File: config.mk
export PLATFORM = sky130hd
export DESIGN_NAME = pipeline_stall_flush_ctrl
export DESIGN_NICKNAME = d
export VERILOG_FILES = /design/src/rtl/pipeline_stall_flush_ctrl.sv
export SDC_FILE = /design/constraint.sdc
export NUM_CORES = 1
export LEC_CHECK = 0
export BUFFER_PORTS_ARGS = -buffer_cell sky130_fd_sc_hd__buf_4
export CAP_MARGIN = 30
export CORE_AREA = 3 3 89 91
export CTS_CLUSTER_DIAMETER = 100
export DETAILED_ROUTE_END_ITERATION = 16
export DIE_AREA = 0 0 92 94
export GPL_ROUTABILITY_DRIVEN = 1
export PLACE_DENSITY = 0.8
export REMOVE_ABC_BUFFERS = 1
export SLEW_MARGIN = 20
export SYNTH_ARGS = -nofsm -noshare
export SYNTH_HDL_FRONTEND = slang
export SYNTH_SLANG_ARGS = --single-unit
File: constraint.sdc
create_clock -name clk -period 2.2 [get_ports clk]
set_input_delay 0.33 -clock clk [delete_from_list [all_inputs] [get_ports clk]]
set_output_delay 0.33 -clock clk [all_outputs]
set_load 0.02 [all_outputs]
File: src/rtl/pipeline_stall_flush_ctrl.sv
// Central stall/flush scheduler for a 6-stage pipe (if, id, ex, mem1, mem2, wb).
// Merges per-stage stall requests into hold bits and per-boundary stall buses,
// and sequences exception/ERET redirects: a one-cycle flush, then a PC
// redirect that is deferred while fetch still has a bus transaction in flight.
module pipeline_stall_flush_ctrl #(
  parameter int NSTAGE = 6,
  parameter int ADDR_W = 32,
  parameter int CNT_W  = 32
) (
  input  logic                    clk,
  input  logic                    reset,
  input  logic [NSTAGE-1:0]       stall_req,
  input  logic                    exc_valid,
  input  logic [ADDR_W-1:0]       exc_pc,
  input  logic                    eret_valid,
  input  logic [ADDR_W-1:0]       epc,
  output logic [NSTAGE-1:0]       stall,
  output logic [2*(NSTAGE-1)-1:0] stall_bus,
  output logic                    flush,
  output logic                    redirect_valid,
  output logic [ADDR_W-1:0]       redirect_pc,
  output logic [1:0]              ctrl_state,
  output logic [CNT_W-1:0]        stall_cycles
);

  typedef enum logic [1:0] {
    RUN     = 2'd0,
    FLUSH   = 2'd1,
    WAIT_IF = 2'd2
  } state_e;

  state_e              state_q, state_d;
  logic [ADDR_W-1:0]   target_q, target_d;
  logic [CNT_W-1:0]    stall_cycles_q;
  logic [NSTAGE-1:0]   merged;

  // Backward OR-scan: a stall at stage j holds every earlier stage.
  always_comb begin
    logic acc;
    acc    = 1'b0;
    merged = '0;
    for (int i = NSTAGE - 1; i >= 0; i--) begin
      acc       = acc | stall_req[i];
      merged[i] = acc;
    end
  end

  // Per-state output decode; outputs are forced quiet while reset is asserted.
  always_comb begin
    stall          = '0;
    flush          = 1'b0;
    redirect_valid = 1'b0;
    if (!reset) begin
      unique case (state_q)
        RUN: stall = merged;
        FLUSH: begin
          flush          = 1'b1;
          redirect_valid = !stall_req[0];
        end
        WAIT_IF: begin
          stall[0]       = stall_req[0];
          redirect_valid = !stall_req[0];
        end
        default: stall = '0;
      endcase
    end
  end

  // Boundary k->k+1 bus is {stall[k], stall[k+1]}.
  always_comb begin
    stall_bus = '0;
    for (int unsigned k = 0; k < NSTAGE - 1; k++) begin
      stall_bus[2*k +: 2] = {stall[k], stall[k+1]};
    end
  end

  // Next-state and redirect target capture; redirect events only accepted in RUN.
  always_comb begin
    state_d  = state_q;
    target_d = target_q;
    unique case (state_q)
      RUN: begin
        if (exc_valid || eret_valid) begin
          state_d  = FLUSH;
          target_d = exc_valid ? exc_pc : epc;
        end
      end
      FLUSH:   state_d = stall_req[0] ? WAIT_IF : RUN;
      WAIT_IF: state_d = stall_req[0] ? WAIT_IF : RUN;
      default: state_d = RUN;
    endcase
  end

  // State, target and saturating stall-cycle counter registers.
  always_ff @(posedge clk) begin
    if (reset) begin
      state_q        <= RUN;
      target_q       <= '0;
      stall_cycles_q <= '0;
    end else begin
      state_q  <= state_d;
      target_q <= target_d;
      if ((|stall) && (stall_cycles_q != '1)) begin
        stall_cycles_q <= stall_cycles_q + 1'b1;
      end
    end
  end

  assign redirect_pc  = target_q;
  assign ctrl_state   = state_q;
  assign stall_cycles = stall_cycles_q;

endmodule

## Yosys cells after proc, flatten, opt, wreduce, memory -nomap -nowiden

Index checks and enable logic that the tools add are counted.

| word-level totals | value |
|---|---|
| flip-flop bits (word level) | 66 |
| logic and storage cells | 31 |
| input bits | 74 |
| output and inout bits | 84 |

| cells by class | value |
|---|---|
| add/subtract/negate cells | 1 |
| reductions and logical operators | 7 |
| mux-type cells | 11 |
| bitwise logic cells | 5 |
| eq/ne operators | 4 |

Operator list:

| cell | count |
|---|---|
| adder 32 x 1 -> 32 bit, second input constant | 1 |
| two-way mux 32 bit | 1 |
| != test 32 bit, second input constant | 1 |
| two-way mux 6 bit | 1 |
| OR reduction 6 bit | 1 |
| two-way mux 5 bit | 1 |
| bitwise OR 1 bit | 5 |
| two-way mux 1 bit | 4 |
| two-way mux 2 bit | 2 |
| one-hot mux 2 bit (2 select lines) | 1 |
| equality test 2 x 1 -> 1 bit, second input constant | 1 |
| equality test 2 bit, second input constant | 1 |
| zero test 2 bit | 1 |
| != test 2 bit, second input constant | 1 |
| one-hot mux 1 bit (2 select lines) | 1 |
| AND reduction 2 bit | 1 |
| OR reduction 2 bit | 1 |
| logical AND 1 bit | 1 |
| zero test 1 bit | 1 |
| logical OR 1 bit | 1 |

## Logic depth before layout (Yosys ltp)

| depth | value |
|---|---|
| depth in word-level cells | 9 |
| depth in mapped cells | 9 |
| depth with buffers taken out | 7 |

## Worst setup path after synthesis

OpenSTA, ideal clock, no wires.

| path | value |
|---|---|
| path type | register to register |
| from | register state_q[0], in the netlist ctrl_state[0] |
| to | register stall_cycles_q[19], in the netlist stall_cycles[19] |
| slack | -238 ps |
| data required time | 2079 ps |
| stages on the path, launching flop included | 9 |
| data arrival time | 2317 ps |
| path buffers | 1 |
| library setup time | 121 ps |
| clock period less this slack | 2438 ps |
| cell sequence | dfxtp_1 > inv_1 > ha_1 > a21oi_1 > a211oi_2 > o31ai_4 > buf_2 > nor4_1 > mux2_4 |

| on the way | value |
|---|---|
| cells in the longest elaborated chain, start to end | 5 |
| elaborated cells on any way between the ends | 7 |
| those cells by class | eq/ne: 1; mux: 3; reduce/logical: 3 |

Ends and longest elaborated chain:

| item | line | text |
|---|---|---|
| start, declared | 32 | `state_e state_q, state_d;` |
| start signal, assigned | 101 | `state_q <= state_d;` |
| equality test 2 bit or zero test 2 bit (tied branches) | 54 | `unique case (state_q)` |
| one-hot mux 1 bit (2 select lines) * | 54 |  |
| two-way mux 6 bit * | 53 | `if (!reset) begin` |
| via stall[0] | 17 | `output logic [NSTAGE-1:0] stall,` |
| OR reduction 6 bit * | 103 | `if ((\|stall) && (stall_cycles_q != '1)) begin` |
| logical AND 1 bit * | 103 |  |
| end signal, assigned | 104 | `stall_cycles_q <= stall_cycles_q + 1'b1;` |
| end, declared | 34 | `logic [CNT_W-1:0] stall_cycles_q;` |

The timed path passes the listed nets; every way through them passes the cells marked *.
A chain may end at the register's enable or synchronous reset.

## Worst setup path in the final report

| path | value |
|---|---|
| from | register stall_cycles_q[11], in the netlist stall_cycles[11] |
| to | register stall_cycles_q[30], in the netlist stall_cycles[30] |

| on the way | value |
|---|---|
| cells in the longest elaborated chain, start to end | 2 |
| elaborated cells on any way between the ends | 3 |
| those cells by class | add/sub: 1; eq/ne: 1; reduce/logical: 1 |

Ends and longest elaborated chain:

| item |
|---|
| parallel branches: the longest is 2 deep, another holds adder 32 x 1 -> 32 bit |

Parallel ways; which one is timed is not known.

==> results by group <==
Status
  – Status: finished clean

Flow run
  – Max-cap violation count: 0

Critical path
  – CP required: 2.43 ns
  – Most common cell on crit path: nand3_1
  – Slowest CP cell: nor4_1
  – Critical Path AT: 2.32 ns
  – Worst path max stage delay: 0.51 ns
  – CP max FO: 7
  – Crit start category: flop
  – Reg2reg start: stall_cycles[11]
  – Crit path kind: flop to flop
  – Critical path origin: stall_cycles[11]
  – CP Capture Type: flop
  – Worst path cell trace: nand3_1, nor4_1, nand3_1, or4_1, and3b_1

Die
  – Starting Density: 45.3%
  – Core Region: 7210 um2
  – I/O pins: 158
  – Die H: 94 um
  – Die area: 8650 um2
  – Row count: 31
  – Die X: 92 um

Clock tree
  – CTS tree: built
  – CTS max path bufs: 2
  – Clk slew on worst S/H paths: 0.07 ns
  – Htree depth: 3
  – # hold bufs at CTS: 0
  – Clock tree root driver cell: clkbuf_8
  – Clock sinks: 66
  – Worst-Skew Late Latency: 0.33 ns
  – CTS buffer count: 9

Detailed routing
  – Vias per inst: 5.16
  – Routed wire per std cell: 13.9 um
  – Drt pass-1 iters: 4
  – Drt total wl: 8.91 mm
  – DR iter-0 viols: 88
  – Via count: 3,310
  – Antenna viol nets, final: 0
  – # DRC: 0

Finish
  – Nets@finish: 616
  – P&R area growth vs syn: 48.2%
  – Most common cell after layout, fill and taps aside: buf_4
  – Share of cells above drive strength 1: 39.9%
  – Layout Utilization: 67.1%
  – Most frequent cells in the layout: buf_4 (183), dfxtp_1 (60), nor2_1 (52), mux2i_1 (33), a211oi_1 (33)
  – Number of antenna diodes: 0
  – Layout Cells excl Fill: 641

STA
  – Worst setup margin: 0.112 ns
  – Tmin final: 2.09 ns
  – Final Setup Violations: 0
  – Final hold violation count: 0
  – Slew margin rel.: 53.2%
  – Period utilisation layout: 94.9%
  – Clock Skews: 0.00784 ns
  – Worst slew pin tran: 0.701 ns
  – Fin. max-slew vios: 0
  – Fmax: 479 MHz

Logic synthesis
  – Seq/Total Area, Yosys: 40.4%
  – Number of synthesized flops with an enable pin: 0
  – Yosys cell types: 42
  – Main synth FF type: dfxtp_1
  – Warning count from the yosys run: 0
  – Mapped Area: 3270 um2
  – Yosys reg bits: 66
  – Async S/R FF share, synth: 0%
  – Post-Syn Area per Cell: 8.73 um2
  – Cells after Synth: 374

Power and ir drop
  – Reg power frac: 43.3%
  – Leakage: 2.15 nW
  – Total Power: 3.06 mW
  – Pwr Density: 631 nW/um2
  – Switch Pwr: 0.893 mW
  – Max VDD drop: 0.308 mV
  – Clock share of power: 31.3%
  – Sw Ratio: 29.2%
  – Comb power frac: 25.3%
  – Internal: 2.16 mW

Placed design
  – Detailed Place HPWL: 6.75 mm
  – I/O Buffers: 157
  – Cell count after placement: 621
  – RePlAce Congestion: 0.828
  – Pre-CTS setup slack: -0.0249 ns

GRT
  – Largest net degree at the start of global routing: 70
  – Vias in the first global route: 3,132
  – Initial antenna violation count: 0
  – First-pass GRT wire length: 14.2 mm
  – Overall Global Routing Usage: 20.2%
  – GR Overflow Total: 0

Worst hold path
  – Hold WC Path Type: input port to flop
  – HP Start: eret_valid
stage by stage:
| stage | hold slack [ns] | setup TNS, ns | cell area, um2 |
|---|---|---|---|
| 6_report | 0.336 | 0 | 4840 |
| 5_1_grt | 0.332 | -0.0710 | 4840 |
| 4_1_cts | 0.315 | 0 | 4780 |
| 3_5_place_dp | 0.491 | -0.103 | 4600 |
| 3_3_place_gp | 0.473 | 0 | 4600 |
| 2_1_floorplan | 0.399 | -46.90 | 3080 |
power by group through the flow:
stage | combinational (mW) | clock, mW | sequential (mW)
4_1_cts | 0.770 | 0.979 | 1.32
2_1_floorplan | 0.268 | 0 | 1.45
3_3_place_gp | 0.756 | 0 | 1.35
5_1_grt | 0.842 | 1.02 | 1.33
3_5_place_dp | 0.770 | 0 | 1.35
6_report | 0.774 | 0.957 | 1.32
final timing paths:
check	end	slack (ns)	cells past startpoint
max reg2reg	stall_cycles[30]	0.11	5
min reg2reg	redirect_pc[18]	0.50	2
max	stall_cycles[30]	0.11	5
min	ctrl_state[0]	0.34	3
final cells by class:
| type | instances | area [um2] |
|---|---|---|
| clock inverters | 3 | 40.0 |
| repair buffers | 186 | 1430 |
| flip-flops and latches | 66 | 1330 |
| clock buffers | 13 | 139 |
| well taps | 99 | 124 |
| fillers | 624 | 2370 |
| multi-input cells | 266 | 1750 |
| inverters | 8 | 30.0 |
flip-flops by register name, summed over array words and instances, names as in the netlist:
name	cells
redirect_pc	32
stall_cycles	32
ctrl_state	2
cell usage after synthesis (7+ instances only):
library cell / count / area, um2
o21ai_0: 7 / 35.0
a211oi_1: 33 / 248
nand2_1: 13 / 48.8
nand4_1: 7 / 43.8
nor2_1: 52 / 195
or4_1: 10 / 75.1
inv_1: 8 / 30.0
o31ai_1: 11 / 82.6
buf_4: 11 / 82.6
mux2i_1: 33 / 330
nand3_1: 13 / 65.1
clkbuf_1: 16 / 60.1
a21oi_1: 25 / 125
o21ai_1: 9 / 45.0
dfxtp_1: 66 / 1320
or3_1: 14 / 87.6
critical path, delay by kind of cell, from the launching register on:
family,cells,cell delay [ns]
simple gates,5,1.60
flops,1,0.38
timing repair:
action                     4_1_cts  5_1_grt
setup endpoints to repair       10       18
gates cloned                     0        0
hold endpoints to repair         0        0
gates resized for setup          0       11
buffers inserted                 0        4
pin swaps                        1        3
logic make-up (layout without fill, tap and decap cells):
group / Yosys count / in the layout / share of synthesized area (%)
mux: 35 / 35 / 10.9
buf+inv: 42 / 210 / 6.59
simple gates: 131 / 131 / 20.7
xor+xnor: 4 / 4 / 1.07
compound gates: 91 / 91 / 18.4
flops: 66 / 66 / 40.4
fa+ha+maj: 5 / 5 / 1.91
routing by layer:
layer / vias up / global-route usage [%] / share of wire, %
met5: - / 0 / 0
met4: 0 / 7.18 / 1.5
met3: 14 / 6.41 / 8.9
met2: 126 / 35.2 / 48
met1: 1483 / 23.4 / 41
li1: 1687 / - / -
No activity file was read; power rests on OpenSTA's default activity.
